File: src/rtl/throw_ctl_cat.sv
// throw_ctl_cat - ballistic trajectory generator for the cat's projectile.
//
// A rising edge on fire (accepted only while idle) latches a launch strength
// from the charge meter. The shot is launched on the next frame tick and is
// advanced once per frame until it either lands or leaves the screen. The
// position is presented in the draw stage's frame: x from the right screen
// edge, y from the bottom.
//
// Ports:
//   clk     in   pixel clock
//   rst     in   asynchronous active-high reset
//   vsync   in   VGA vsync (same clock domain), rising edge = frame tick
//   fire    in   launch request, rising-edge sensitive
//   abort   in   level cancel, returns to idle with no event pulse
//   power   in   7-bit charge value, sampled on the accepted fire edge
//   x_pos   out  12-bit projectile x to the draw stage
//   y_pos   out  12-bit projectile y to the draw stage
//   active  out  shot in flight or landed
//   busy    out  any state except idle
//   landed  out  one-cycle pulse on ground contact
//   miss    out  one-cycle pulse when the shot leaves the screen
module throw_ctl_cat #(
    parameter int START_X     = 100,
    parameter int START_Y     = 200,
    parameter int VX_BASE     = 2,
    parameter int VY_BASE     = 8,
    parameter int GRAVITY     = 1,
    parameter int GROUND_Y    = 40,
    parameter int X_LIMIT     = 1100,
    parameter int HOLD_FRAMES = 30
) (
    input  logic        clk,
    input  logic        rst,
    input  logic        vsync,
    input  logic        fire,
    input  logic        abort,
    input  logic [6:0]  power,
    output logic [11:0] x_pos,
    output logic [11:0] y_pos,
    output logic        active,
    output logic        busy,
    output logic        landed,
    output logic        miss
);

    localparam int HW = $clog2(HOLD_FRAMES + 1);

    localparam logic [12:0]        X_LIM    = 13'(X_LIMIT);
    localparam logic signed [13:0] GND_14   = 14'(GROUND_Y);
    localparam logic [11:0]        GND_12   = 12'(GROUND_Y);
    localparam logic [11:0]        SX_12    = 12'(START_X);
    localparam logic [11:0]        SY_12    = 12'(START_Y);
    localparam logic [7:0]         VXB_8    = 8'(VX_BASE);
    localparam logic [7:0]         VYB_8    = 8'(VY_BASE);
    localparam logic signed [7:0]  GRAV_8   = 8'(GRAVITY);
    localparam logic [HW-1:0]      HOLD_N   = HW'(HOLD_FRAMES);

    typedef enum logic [1:0] {IDLE, ARMED, FLIGHT, LANDED} state_t;

    state_t             state, state_nxt;
    logic               vsync_q, fire_q;
    logic               tick, fire_edge;
    logic [3:0]         pw, pw_nxt;
    logic [7:0]         vx, vx_nxt;
    logic signed [7:0]  vy, vy_nxt;
    logic [HW-1:0]      hold_cnt, hold_nxt, hold_inc;
    logic [11:0]        x_nxt, y_nxt;
    logic               landed_nxt, miss_nxt;
    logic [12:0]        x_sum;
    logic signed [13:0] y_sum;
    logic signed [7:0]  vy_dec;

    assign tick      = vsync & ~vsync_q;
    assign fire_edge = fire & ~fire_q;

    // Candidate next-frame kinematics. y is widened and signed so that a
    // step that would carry the shot below zero still compares as low.
    assign x_sum    = {1'b0, x_pos} + {5'd0, vx};
    assign y_sum    = $signed({2'b00, y_pos}) + $signed({{6{vy[7]}}, vy});
    assign vy_dec   = vy - GRAV_8;
    assign hold_inc = hold_cnt + HW'(1);

    always_comb begin
        state_nxt  = state;
        x_nxt      = x_pos;
        y_nxt      = y_pos;
        vx_nxt     = vx;
        vy_nxt     = vy;
        pw_nxt     = pw;
        hold_nxt   = hold_cnt;
        landed_nxt = 1'b0;
        miss_nxt   = 1'b0;

        // abort overrides any tick or fire seen in the same cycle
        if (abort) begin
            state_nxt = IDLE;
            x_nxt     = '0;
            y_nxt     = '0;
        end else begin
            case (state)
                IDLE: begin
                    x_nxt = '0;
                    y_nxt = '0;
                    if (fire_edge) begin
                        pw_nxt    = power[6:3];
                        state_nxt = ARMED;
                    end
                end
                ARMED: begin
                    if (tick) begin
                        x_nxt     = SX_12;
                        y_nxt     = SY_12;
                        vx_nxt    = VXB_8 + {4'd0, pw};
                        vy_nxt    = $signed(VYB_8 + {4'd0, pw});
                        state_nxt = FLIGHT;
                    end
                end
                FLIGHT: begin
                    if (tick) begin
                        if (x_sum >= X_LIM) begin
                            miss_nxt  = 1'b1;
                            x_nxt     = '0;
                            y_nxt     = '0;
                            state_nxt = IDLE;
                        end else if (y_sum <= GND_14) begin
                            x_nxt      = x_sum[11:0];
                            y_nxt      = GND_12;
                            landed_nxt = 1'b1;
                            hold_nxt   = '0;
                            state_nxt  = LANDED;
                        end else begin
                            x_nxt  = x_sum[11:0];
                            y_nxt  = y_sum[11:0];
                            vy_nxt = vy_dec;
                        end
                    end
                end
                LANDED: begin
                    if (tick) begin
                        hold_nxt = hold_inc;
                        if (hold_inc == HOLD_N) begin
                            x_nxt     = '0;
                            y_nxt     = '0;
                            state_nxt = IDLE;
                        end
                    end
                end
                default: begin
                    x_nxt     = '0;
                    y_nxt     = '0;
                    state_nxt = IDLE;
                end
            endcase
        end
    end

    always_ff @(posedge clk or posedge rst) begin
        if (rst) begin
            state    <= IDLE;
            vsync_q  <= 1'b0;
            fire_q   <= 1'b0;
            pw       <= '0;
            vx       <= '0;
            vy       <= '0;
            hold_cnt <= '0;
            x_pos    <= '0;
            y_pos    <= '0;
            active   <= 1'b0;
            busy     <= 1'b0;
            landed   <= 1'b0;
            miss     <= 1'b0;
        end else begin
            state    <= state_nxt;
            vsync_q  <= vsync;
            fire_q   <= fire;
            pw       <= pw_nxt;
            vx       <= vx_nxt;
            vy       <= vy_nxt;
            hold_cnt <= hold_nxt;
            x_pos    <= x_nxt;
            y_pos    <= y_nxt;
            active   <= (state_nxt == FLIGHT) || (state_nxt == LANDED);
            busy     <= (state_nxt != IDLE);
            landed   <= landed_nxt;
            miss     <= miss_nxt;
        end
    end

endmodule
File: config.mk
export PLATFORM = sky130hd
export DESIGN_NAME = throw_ctl_cat
export DESIGN_NICKNAME = d
export VERILOG_FILES = /design/src/rtl/throw_ctl_cat.sv
export SDC_FILE = /design/constraint.sdc
export NUM_CORES = 1
export LEC_CHECK = 0
export ABC_AREA = 1
export BUFFER_PORTS_ARGS = -buffer_cell sky130_fd_sc_hd__buf_2
export CORE_MARGIN = 2
export CORE_UTILIZATION = 54
export DETAILED_ROUTE_END_ITERATION = 8
export GPL_TIMING_DRIVEN = 1
export MAX_ROUTING_LAYER = met4
export PLACE_DENSITY = 0.77
export REMOVE_ABC_BUFFERS = 1
export SLEW_MARGIN = 20
export SYNTH_ARGS = -nofsm -noshare
export SYNTH_HDL_FRONTEND = slang
export SYNTH_SLANG_ARGS = --single-unit
File: constraint.sdc
create_clock -name clk -period 2.3 [get_ports clk]
set_input_delay 0.46 -clock clk [delete_from_list [all_inputs] [get_ports clk]]
set_output_delay 0.46 -clock clk [all_outputs]
set_load 0.01 [all_outputs]
==> metrics.txt <==
Tot GR Track Use a little over a quarter; setup ws final -0.247 ns; startpoint types register; number of global-route vias before repair approximately 3,500; gr ovfl total 0; Pwr Total approximately 4.3 mW; Post-layout nets 656; Die Y around 90 um; clock sink count 54; TritonRoute pass-1 iters 5; Max-Cap Viols 0; Synth Cell Area 0.00383 mm^2; share of cells above drive strength 1 31.3%; # port buffers 36; failing checks negative setup slack; sequential area share after synthesis between 30% and 40%; commonest non-fill, non-tap cell in the layout nand2_1; row count 30; htree depth 2; Detail Route Antenna Nets 0; Final Hold Fails 0; Syn-to-layout area delta 29.8%; critical path class register to register; number of hold buffers added after CTS 0; Post-synth EDFFs 0; WHS 0.151 ns; DRT iter0 DRCs 225; worst reg2reg endpoint y_pos[0]$_DFFE_PP0P_; WP data required 2.54 ns; Die ar. 0.00778 mm^2; R2R setup slack -0.25 ns; Max-slew headroom a little over three fifths; setup violators final 42; WP data arrival between 2 and 3 ns; Fmax approximately 0.39 GHz; Period Utilization, post-route 111%; vias post-DR 3,745; Core Area 0.00683 mm^2; I/O pin cnt 40; DP HPWL slightly below 7000 um; ys flop type dfrtp_1; Syn Inst Count about 520; status finished with violations; routability cong. 0.959; fin crit period 2.55 ns; leakage power 2.61 nW; WL/cell approximately 14 um; RSZ-0062 raised after global routing true; Crit. End Element register; HP Class primary input to asynchronous set/reset pin; Worst-Margin Slew ~0.55 ns; total CTS buffers 5; CTS tree done; Async SR Flop Fraction 100%; fin. max-slew vios 0; commonest cells after routing, fill and taps aside nand2_1, inv_1, dfrtp_1; Max VDD drop around 0.53 mV; P per Cell Area 859 mW/mm^2; initial antenna violation count 0; wirelength, routed slightly below 10,000 um; Avg Cell Area, Syn ~7.4 um^2; crit-path max FO 8; Synth cell types 43; Root Driver clkbuf_8; DIE WIDTH 88.2 um; Reg clk slew, reported paths 0.10 ns; antenna cells 0; first-pass GRT wire length ~16,000 um; flops & latches, synth 54; Clock Tree Buf Depth 2; final setup skew ~0.011 ns; post-route DRC violation count 0; synth warn 0; largest net degree at the start of global routing 34; worst r2r src vx[0]$_DFFE_PP0P_; clk_lat worst skew 0.31 ns; vias per cell around 5.3; R2R cell count 15; initial core utilization 56.0%
report_power, final:
group / total, mW / leakage [nW] / internal [mW] / switching, mW
registers: 1.31 / 0.714 / 1.14 / 0.172
clock network: 0.572 / 0.0472 / 0.243 / 0.329
logic: 2.39 / 1.85 / 1.05 / 1.34
worst max-delay path: stages, from the launching register on:
cell	delay (ns)
dfrtp_1	0.40
ha_2	0.20
inv_2	0.04
fa_2	0.34
nand3b_1	0.18
nand2_2	0.11
xnor2_1	0.14
nand3_1	0.13
nand2_1	0.10
nand3_2	0.09
nand2_4	0.09
buf_6	0.10
nand4_4	0.15
nor2_4	0.18
inv_4	0.09
o21ai_1	0.14
synth_stat cells (2+ instances only):
| cell | number | share of area (%) |
|---|---|---|
| a21oi_1 | 16 | 2.1 |
| a21oi_4 | 2 | 0.85 |
| a31o_2 | 2 | 0.46 |
| a31oi_1 | 2 | 0.33 |
| and2_1 | 2 | 0.33 |
| buf_2 | 2 | 0.26 |
| clkbuf_1 | 2 | 0.20 |
| dfrtp_1 | 54 | 35 |
| fa_1 | 2 | 1.0 |
| ha_1 | 27 | 8.8 |
| inv_1 | 66 | 6.5 |
| inv_2 | 6 | 0.59 |
| nand2_1 | 163 | 16 |
| nand2_2 | 7 | 1.1 |
| nand2_4 | 4 | 1.2 |
| nand3_1 | 35 | 4.6 |
| nand3_2 | 3 | 0.78 |
| nand3b_1 | 3 | 0.59 |
| nand4_1 | 12 | 2.0 |
| nor2_1 | 38 | 3.7 |
| nor2_2 | 2 | 0.33 |
| nor3_1 | 6 | 0.78 |
| o21ai_0 | 15 | 2.0 |
| o21ai_1 | 8 | 1.0 |
| o21ai_2 | 8 | 1.8 |
| o22ai_1 | 3 | 0.49 |
| or2_2 | 2 | 0.33 |
| xnor2_1 | 6 | 1.4 |
| xor2_1 | 6 | 1.4 |
how the worst max path moves through the flow:
stage | start | end | slack [ns] | cells past startpoint
after CTS | x_pos[0]$_DFFE_PP0P_ | vy[6]$_DFFE_PP0P_ | -0.18 | 16
after detailed placement | y_pos[0]$_DFFE_PP0P_ | vy[1]$_DFFE_PP0P_ | -0.33 | 15
final | vx[0]$_DFFE_PP0P_ | y_pos[0]$_DFFE_PP0P_ | -0.25 | 15
after floorplan | y_pos[0]$_DFFE_PP0P_ | hold_cnt[0]$_DFFE_PP0P_ | -0.15 | 18
after global placement | y_pos[0]$_DFFE_PP0P_ | hold_cnt[1]$_DFFE_PP0P_ | -0.27 | 16
after global routing | vx[0]$_DFFE_PP0P_ | y_pos[9]$_DFFE_PP0P_ | -0.35 | 15
final cells by class:
class / count / area, um^2
multi-input combinational: 388 / 2470
fill: 542 / 1860
sequential: 54 / 1350
timing repair buffer: 94 / 659
inverter: 72 / 278
tap: 96 / 120
clock buffer: 6 / 82.6
clock inverter: 2 / 12.5
registers in the layout (all words and copies together) (netlist names):
signal    cells
x_pos        12
y_pos        12
vy            8
hold_cnt      5
vx            5
pw            4
state         2
active        1
busy          1
fire_q        1
landed        1
miss          1
vsync_q       1
stage by stage:
step / TNS (ns) / cells / area (um^2) / worst slack (ns) / utilization [%]
after floorplan: -2.45 / 513 / 3800 / -0.151 / -
after global placement: -7.12 / 694 / 4480 / -0.271 / 65.6
after detailed placement: -8.69 / 694 / 4480 / -0.329 / 65.6
after CTS: -4.81 / 710 / 4800 / -0.185 / 70.3
after global routing: -12.15 / 712 / 4970 / -0.352 / 72.8
final: -6.91 / 712 / 4970 / -0.247 / 72.8
cell families after synthesis:
family                     after synthesis  share of synthesized area, %
and+or+nand+nor                        281                          33.1
DFF                                     54                          35.3
xor gates and xnor gates                12                          2.75
adders and majority gates               29                          9.87
buffers and inverters                   77                          7.81
AOI/OAI and AO/OA                       65                          11.2
repair_timing:
item                       4_1_cts  5_1_grt
setup endpoints to repair       42       42
pin swaps                       16       24
cloned                           1        0
resized for setup               39       35
setup buffers                    7        2
per-layer routing:
layer	GRT usage, %	vias up	wire length, um	part of all wire [%]
li1	-	1870	-	-
met5	-	-	0	0
met4	8.13	0	127	1.3
met3	2.83	17	301	3.1
met1	36.0	1779	4530	47
met2	41.2	79	4680	49
(Power assumes the default switching activity.)
